<file path="config.mk">
export PLATFORM = sky130hd
export DESIGN_NAME = pipeline_control
export DESIGN_NICKNAME = d
export VERILOG_FILES = /design/src/rtl/pipeline_control.sv
export SDC_FILE = /design/constraint.sdc
export NUM_CORES = 1
export LEC_CHECK = 0
export BUFFER_PORTS_ARGS = -buffer_cell sky130_fd_sc_hd__buf_2
export CELL_PAD_IN_SITES_DETAIL_PLACEMENT = 1
export CELL_PAD_IN_SITES_GLOBAL_PLACEMENT = 1
export CORE_MARGIN = 2
export CORE_UTILIZATION = 21
export CTS_BUF_LIST = sky130_fd_sc_hd__clkbuf_8
export DETAILED_ROUTE_END_ITERATION = 12
export PLACE_DENSITY = 0.84
export SYNTH_ARGS = -nofsm -noshare
export SYNTH_HDL_FRONTEND = slang
export SYNTH_SLANG_ARGS = --single-unit
</file>
<file path="constraint.sdc">
create_clock -name CLK -period 1.36 [get_ports CLK]
set_input_delay 0.068 -clock CLK [delete_from_list [all_inputs] [get_ports CLK]]
set_output_delay 0.068 -clock CLK [all_outputs]
set_load 0.005 [all_outputs]
</file>
<file path="src/rtl/pipeline_control.sv">
// Hazard/stall/flush controller for a five-stage pipeline with a RUN/MEMWAIT/HALTED FSM.
// Define PIPECTRL_PERF_EN to build in the saturating stall/flush performance counters.
module pipeline_control (
  input  logic        CLK,
  input  logic        nRST,
  input  logic        ihit,
  input  logic        dmem_req,
  input  logic        dhit,
  input  logic        idex_memread,
  input  logic [4:0]  idex_rt,
  input  logic [4:0]  ifid_rs,
  input  logic [4:0]  ifid_rt,
  input  logic        ifid_uses_rt,
  input  logic        branch_taken,
  input  logic        jump,
  input  logic        memwb_halt,
  output logic        pc_en,
  output logic        ifid_en,
  output logic        idex_en,
  output logic        exmem_en,
  output logic        memwb_en,
  output logic        ifid_flush,
  output logic        idex_flush,
  output logic        exmem_flush,
  output logic        halt,
  output logic [1:0]  state,
  output logic [15:0] stall_count,
  output logic [15:0] flush_count
);

  localparam logic [1:0] RUN     = 2'd0;
  localparam logic [1:0] MEMWAIT = 2'd1;
  localparam logic [1:0] HALTED  = 2'd2;

  logic [1:0] state_q;
  logic [1:0] state_next;
  logic       halt_q;
  logic       load_use;

  assign load_use = idex_memread && (idex_rt != 5'd0) &&
                    ((idex_rt == ifid_rs) || (ifid_uses_rt && (idex_rt == ifid_rt)));

  // Priority resolution; a pending dcache miss freezes everything, even a taken branch.
  always_comb begin
    pc_en       = 1'b0;
    ifid_en     = 1'b0;
    idex_en     = 1'b0;
    exmem_en    = 1'b0;
    memwb_en    = 1'b0;
    ifid_flush  = 1'b0;
    idex_flush  = 1'b0;
    exmem_flush = 1'b0;
    state_next  = state_q;
    case (state_q)
      RUN, MEMWAIT: begin
        if ((state_q == MEMWAIT) && !dhit) begin
          state_next = MEMWAIT;
        end else if (memwb_halt) begin
          state_next = HALTED;
        end else if ((state_q == RUN) && dmem_req && !dhit) begin
          state_next = MEMWAIT;
        end else begin
          state_next = RUN;
          pc_en      = 1'b1;
          ifid_en    = 1'b1;
          idex_en    = 1'b1;
          exmem_en   = 1'b1;
          memwb_en   = 1'b1;
          if (branch_taken) begin
            ifid_flush  = 1'b1;
            idex_flush  = 1'b1;
            exmem_flush = 1'b1;
          end else if (load_use) begin
            pc_en      = 1'b0;
            ifid_en    = 1'b0;
            idex_flush = 1'b1;
          end else if (jump) begin
            pc_en      = ihit;
            ifid_flush = 1'b1;
          end else if (!ihit) begin
            pc_en      = 1'b0;
            ifid_flush = 1'b1;
          end
        end
      end
      HALTED:  state_next = HALTED;
      default: state_next = RUN;
    endcase
    if (!nRST) begin
      pc_en       = 1'b0;
      ifid_en     = 1'b0;
      idex_en     = 1'b0;
      exmem_en    = 1'b0;
      memwb_en    = 1'b0;
      ifid_flush  = 1'b0;
      idex_flush  = 1'b0;
      exmem_flush = 1'b0;
    end
  end

  always_ff @(posedge CLK or negedge nRST) begin
    if (!nRST) begin
      state_q <= RUN;
      halt_q  <= 1'b0;
    end else begin
      state_q <= state_next;
      if (state_next == HALTED) begin
        halt_q <= 1'b1;
      end
    end
  end

  assign state = state_q;
  assign halt  = halt_q;

`ifdef PIPECTRL_PERF_EN
  logic [15:0] stall_q;
  logic [15:0] flush_q;
  logic        flush_event;

  // exmem_flush only comes from a taken branch; ifid_flush with jump set only from branch or jump.
  assign flush_event = exmem_flush || (jump && ifid_flush);

  always_ff @(posedge CLK or negedge nRST) begin
    if (!nRST) begin
      stall_q <= 16'h0000;
      flush_q <= 16'h0000;
    end else begin
      if ((state_q != HALTED) && !pc_en && (stall_q != 16'hFFFF)) begin
        stall_q <= stall_q + 16'd1;
      end
      if (flush_event && (flush_q != 16'hFFFF)) begin
        flush_q <= flush_q + 16'd1;
      end
    end
  end

  assign stall_count = stall_q;
  assign flush_count = flush_q;
`else
  assign stall_count = 16'h0000;
  assign flush_count = 16'h0000;
`endif

endmodule

</file>
# Word-level counts from Yosys, hierarchy flattened
# Cells that the tools add are included.
# Widths: inputs -> output; s select.
# totals
inputBits,25
register_bits,3
output_inout_bits,43
word_cells,65
# op_classes
muxes,47
reduce_logical,11
n_eq_ne,5
# op_table
operator,count
$mux 1,44
$eq 5x5->1,2
$logic_and 1x1->1,6
$reduce_bool 5->1,1
$eq 2x2->1 const B,2
$mux 2,2
$pmux 2 s2,1
$eq 2x1->1 const B,1
$logic_not 2->1,1
$reduce_or 2->1,1
$logic_not 1->1,1
$logic_or 1x1->1,1

# Depth between registers and ports, before layout
# Gate-level depths: netlist (run 1).
# logic_depth
word_depth,11
mapped_depth,4
depth_no_buf,4

# Worst setup path after synthesis (run 1)
# Ideal clock, no wire load.
# synth_path
kind,register to output
from,"reg state_q[0], in the netlist state[0]"
to,out idex_flush
required_ns,1.292
arrival_time_ns,1.051
path_stages_with_launch,5
setup_slack_ns,0.241
path_buffers,0
path_cell_list,dfrtp_1 nor2_1 o211a_4 and2_4 a41o_1
# synth_between
elab_chain_cells,8
elab_cells_between_ends,11
cone_classes,eq/ne: 1; mux: 5; reduce/logical: 5
# synth_lines
element,line_no,rtl
"start, declared",35,logic [1:0] state_q;
"start signal, assigned",106,state_q <= state_next;
$logic_not 2->1,"54, 60",
$logic_and 1x1->1 (2 in series),60,end else if ((state_q == RUN) && dmem_req && !dhit) begin
$mux 1,60,
$mux 1,58,end else if (memwb_halt) begin
$mux 1,56,if ((state_q == MEMWAIT) && !dhit) begin
$mux 1 (*),54,case (state_q)
$mux 1 (*),89,if (!nRST) begin
"end, declared",23,"output logic idex_flush,"
# Mark *: on every way between the ends. The rest lies on a longest branch, timed or not.

# Worst setup path after layout (run 1)
# Same ends and word-level chain as after synthesis.

==> results.txt, run 1 <==
Synth Area in XOR/XNOR: 14.99%
Final setup skew: 0.001773 ns
Placer congestion estimate: 0.7067
PortBufs: 35
DRC viols: 0
Initial core utilization: 21.56%
Clock slew at reported path FFs: 0.03 ns
Hold Vio Cnt, Final: 0
Maxcap violations: 0
Crit path launch type: flip-flop
Violated checks: setup timing
Post-synth top area share: 43.68%
I/O pin count: 68
Lkg Pwr: 0.0004324 µW
Synthesized area per cell: 7.896 µm²
CP max FO: 7
Worst hold-check path type: in2reg
Status: finished with violations
Final setup viols: 2
Post-synthesis register bit count: 3
Layout area overhead: 31.48%
Clock latency on the worst-skew pair: 0.21 ns
Sequential fraction of the synthesis area: 12.85%
H-tree levels: 1
Total wire length: 1.411 mm
Bufs on Longest Clock Path: 2
DR vias: 525
Synth area leaders: buf_4 (44%), xnor2_1 (15%), dfrtp_1 (13%)
CTS tree: built
Final worst setup slack: -0.04352 ns
Pre-CTS setup slack: 0.1393 ns
Fraction of the mapped netlist area in adder cells: 0%
Fraction of layout cells with a size suffix above 1: 44.44%
Non-Filler Instances: 148
Most numerous cell in the Yosys netlist: buf_4
Final min period: 1.404 ns
CP arrival: 1.34 ns
Flop-to-flop setup slack: 0.21 ns
Layer with the highest usage: met2
Syn. warnings: 0
Gr ovfl total: 0
Synth Area in Compound Gates: 13.28%
Fmax: 0.7125 GHz
Met1 Use GR: 8.033%
Largest net degree at the start of global routing: 8
First-pass GRT wire length: 1.952 mm
NumNets Final: 143
Pwr dens: 596.6 nW/µm²
Dpl hpwl: 1.151 mm
Async SR Flop Fraction: 100.0%
Die Y: 56.75 µm
Setup crit end kind: output port
Number of flops mapped to enable cells by yosys: 0
DRT Pass-1 Iters: 2
Post-synthesis cell count: 74
Synth top cells by count: buf_4 (34), xnor2_1 (10), a21oi_1 (4)
Mux cell area share after synthesis: 0%
Crit Path Category: reg2out
Synth Flop Type: dfrtp_1
Tot GR Track Use: 7.565%
Initial antenna violation count: 0
Clock sinks: 3
Vias in the first global route: 473
Pins over their slew limit: 0
RSZ-0062 raised after global routing: true
Met3 Usage GRT: 2.074%
Die X: 56.75 µm
Met2 usage: 14.45%
# diodes: 0
DR vias/cell: 3.547
Final setup TNS: -0.04837 ns
Netlist cell types: 20
Total CTS buffers: 3
Period utilisation layout: 103.2%
Num rows: 19
Die area: 3221 µm²
Worst path required time: 1.29 ns
Mapped Area: 584.3 µm²
Synth Area in Simple Gates: 13.92%
Total Power: 458.3 µW
Area leader, netlist: buf_4
Dpl cells: 137
DRT antenna net count: 0
CTS root buffer: clkbuf_8
Largest family of logic cells by synthesized area: buffers and inverters
Core Region: 2710 µm²
VDD IR max: 0.3554 mV
Initial drt markers: 16
Routed length per instance: 9.534 µm
==> sequential cells by signal, summed over array words and instances (netlist names) <==
name / flops
halt: 1
state: 2
==> metal layers <==
layer  wire (µm)  vias to the layer above
met4           0                        0
met2         788                       33
met1         472                      232
met3         151                        0
li1            -                      260
met5           0                        -
==> layout make-up <==
cell class                 instances  area (µm²)
sequential                         3       75.07
multi-input combinational         67       375.4
timing repair buffer              42       230.2
tap                               31       38.79
inverter                           1       3.754
clock inverter                     1       3.754
clock buffer                       3       41.29
fill                             347        1942
==> cell families (layout without fill, tap and decap cells) <==
family          after synthesis  after routing
buf+inv                      35             47
simple gates                 15             15
compound gates               10             10
xor+xnor                     10             10
flops                         3              3
other cells                   1             32
==> critical path, cell delays in order, from the launching register on <==
cell	delay (ns)
dfrtp_1	0.35
nor2_2	0.05
o211a_4	0.27
and2_4	0.14
a41o_1	0.19
buf_2	0.12
==> worst paths after layout <==
kind	from	endpoint	depth (start not counted)
worst max-delay path	state[0]	idex_flush	5
max in group asynchronous	nRST	halt	2
worst max register to register	state[0]	halt	5
worst min register to register	halt	halt	1
worst min-delay path	dhit	state[0]	2
min in group asynchronous	nRST	state[0]	2
==> stage by stage <==
stage	hold slack [ns]	cell area, µm²	utilization, %
final	0.06112	768.2	28.35
after CTS	0.05699	734.5	27.10
after global placement	-0.1242	659.4	24.33
after floorplan	-0.2276	700.7	-
after global routing	0.06144	768.2	28.35
after detailed placement	-0.1219	659.4	24.33
==> what timing repair did <==
item                                    in CTS  in global routing
pin swaps                                    4                  3
hold buffers                                 1                  0
buffers inserted                             2                  4
endpoints found under the setup margin       4                  4
hold endpoints to repair                     3                  0
resized for setup                            2                  3
==> placed cells by master (no fill, tap or decap), types with 2 or more instances in the layout <==
master,count
nor3_1,2
buf_2,35
conb_1,32
nand2_1,3
dfrtp_1,3
inv_1,2
nand2b_1,2
buf_4,6
clkbuf_8,3
a21oi_1,4
xnor2_1,10
nor2_2,2
==> power breakdown <==
| part | leakage (µW) | total (µW) | internal (µW) | switching, µW |
|---|---|---|---|---|
| clock network | 0.0000269 | 249 | 192 | 56.7 |
| registers | 0.0000315 | 89.9 | 89.9 | 0.000000680 |
| logic | 0.000374 | 120 | 54.2 | 65.5 |
(Power assumes the default switching activity.)
==> run 2: changes to the inputs <==
--- a/config.mk
+++ b/config.mk
@@ -5,6 +5,7 @@
 export SDC_FILE = /design/constraint.sdc
 export NUM_CORES = 1
 export LEC_CHECK = 0
+export ABC_CLOCK_PERIOD_IN_PS = 1360
 export BUFFER_PORTS_ARGS = -buffer_cell sky130_fd_sc_hd__buf_2
 export CELL_PAD_IN_SITES_DETAIL_PLACEMENT = 1
 export CELL_PAD_IN_SITES_GLOBAL_PLACEMENT = 1
@@ -13,6 +14,7 @@
 export CTS_BUF_LIST = sky130_fd_sc_hd__clkbuf_8
 export DETAILED_ROUTE_END_ITERATION = 12
 export PLACE_DENSITY = 0.84
+export SKIP_CTS_REPAIR_TIMING = 1
 export SYNTH_ARGS = -nofsm -noshare
 export SYNTH_HDL_FRONTEND = slang
 export SYNTH_SLANG_ARGS = --single-unit
==> results.txt, run 2 (synthesized netlist as in run 1, its figures left out) <==
Reg-to-reg startpoint: state[1] (was state[0])
CTS root buffer: clkbuf_8 (unchanged)
VDD IR max: 0.3629 mV (was 0.3554 mV)
DRT Pass-1 Iters: 2 (unchanged)
I/O pin count: 68 (unchanged)
Routed length per instance: 9.781 µm (was 9.534 µm)
Most common cell after layout, fill and taps aside: buf_2 (unchanged)
PortBufs: 35 (unchanged)
Initial antenna violation count: 0 (unchanged)
Pwr dens: 611.6 nW/µm² (was 596.6 nW/µm²)
Largest net degree at the start of global routing: 9 (was 8)
H-tree levels: 1 (unchanged)
Hold WS: 0.05927 ns (was 0.06112 ns)
Initial core utilization: 21.56% (unchanged)
Final min period: 1.416 ns (was 1.404 ns)
# diodes: 0 (unchanged)
Core Region: 2710 µm² (unchanged)
Fill cells: 347 (unchanged)
Worst hold-check path type: in2reg (unchanged)
CP arrival: 1.35 ns (was 1.34 ns)
Maxcap violations: 0 (unchanged)
Fin util: 27.65% (was 28.35%)
First-pass GRT wire length: 1.828 mm (was 1.952 mm)
CP max FO: 7 (unchanged)
RSZ-0062 raised after global routing: true (unchanged)
Pre-CTS setup slack: 0.1393 ns (unchanged)
DR vias/cell: 3.596 (was 3.547)
Bufs on Longest Clock Path: 2 (unchanged)
Layout area overhead: 28.27% (was 31.48%)
DR vias: 525 (unchanged)
Hold path start: dhit (unchanged)
Clock latency on the worst-skew pair: 0.21 ns (about the same)
Clock slew at reported path FFs: 0.03 ns (about the same)
NumNets Final: 141 (was 143)
Fraction of layout cells with a size suffix above 1: 42.61% (was 44.44%)
Final setup viols: 1 (was 2)
Die X: 56.75 µm (unchanged)
Num rows: 19 (unchanged)
Final setup skew: 0.001623 ns (was 0.001773 ns)
Gr ovfl total: 0 (unchanged)
DRC viols: 0 (unchanged)
Setup crit end kind: output port (unchanged)
Worst path required time: 1.29 ns (about the same)
Crit Path Category: reg2out (unchanged)
DRT antenna net count: 0 (unchanged)
Fmax: 0.7063 GHz (was 0.7125 GHz)
Setup crit start: state[0] (unchanged)
CTS tree: built (unchanged)
Hold Vio Cnt, Final: 0 (unchanged)
Final setup TNS: -0.05586 ns (was -0.04837 ns)
Crit path launch type: flip-flop (unchanged)
Placer congestion estimate: 0.7067 (unchanged)
Total CTS buffers: 3 (unchanged)
Pins over their slew limit: 0 (unchanged)
Violated checks: setup timing (unchanged)
Max FFs per register: 2 (unchanged)
Die area: 3221 µm² (unchanged)
Status: finished with violations (unchanged)
Initial drt markers: 17 (was 16)
Tot GR Track Use: 7.045% (was 7.565%)
Period utilisation layout: 104.1% (was 103.2%)
Die Y: 56.75 µm (unchanged)
WHS Path Cells: 2 (unchanged)
Total wire length: 1.428 mm (was 1.411 mm)
Vias in the first global route: 454 (was 473)
Clock sinks: 3 (unchanged)
Lkg Pwr: 0.0004211 µW (was 0.0004324 µW)
Dpl hpwl: 1.151 mm (unchanged)
Commonest non-fill, non-tap cells in the layout: buf_2 (35), conb_1 (32), xnor2_1 (10) (unchanged)
Final worst setup slack: -0.05586 ns (was -0.04352 ns)
R2R cell count: 4 (was 5)
## run 2: cell types whose count changed in the layout (fill, tap and decap cells not counted)
cell      previous run  this run
a21boi_1             0         1
a21boi_2             1         0
buf_4                6         4
o21ai_0              1         2
o21ai_1              1         0
## run 2: final timing paths
| check | endpoint | slack, ns |
|---|---|---|
| min | state[0] | 0.06 |
| max | idex_flush | -0.06 |
| min reg2reg | halt | 0.49 |
| min in group asynchronous | state[0] | 0.24 |
| max reg2reg | halt | 0.27 |
| max in group asynchronous | halt | 0.97 |
## run 2: area by class of cell
type / instances / area [µm²] / area share, %
multi-input combinational: 67 / 371.6 / 49.58
timing repair buffer: 40 / 215.2 / 28.71
sequential: 3 / 75.07 / 10.02
clock buffer: 3 / 41.29 / 5.509
tap: 31 / 38.79 / 5.175
clock inverter: 1 / 3.754 / 0.5008
inverter: 1 / 3.754 / 0.5008
## run 2: where the power goes
group | internal [µW] | leakage (µW) | switching [µW]
registers | 89.9 | 0.0000315 | 0.000000656
logic | 54.5 | 0.000363 | 65.1
clock network | 192 | 0.0000269 | 56.9
## run 2: metrics by stage
step           area (µm²)  power [µW]  cells
4_1_cts             704.4       458.2    141
6_report            749.5       458.4    146
3_3_place_gp        659.4       203.2    137
2_1_floorplan       700.7       218.5    105
3_5_place_dp        659.4       205.5    137
5_1_grt             749.5       487.3    146
## run 2: metal layers
layer	share of wire [%]	routed length [µm]	up-vias	GRT usage [%]
met4	0	0	0	1.993
li1	-	-	258	-
met3	11	150	0	2.074
met2	57	812	33	13.29
met1	32	464	234	7.479
met5	0	0	-	0
## run 2: critical path, cell delays in order, from the launching register on
cell     delay [ns]
dfrtp_1        0.37
nor2_2         0.05
o211a_4        0.27
and2_4         0.14
a41o_1         0.19
buf_2          0.12
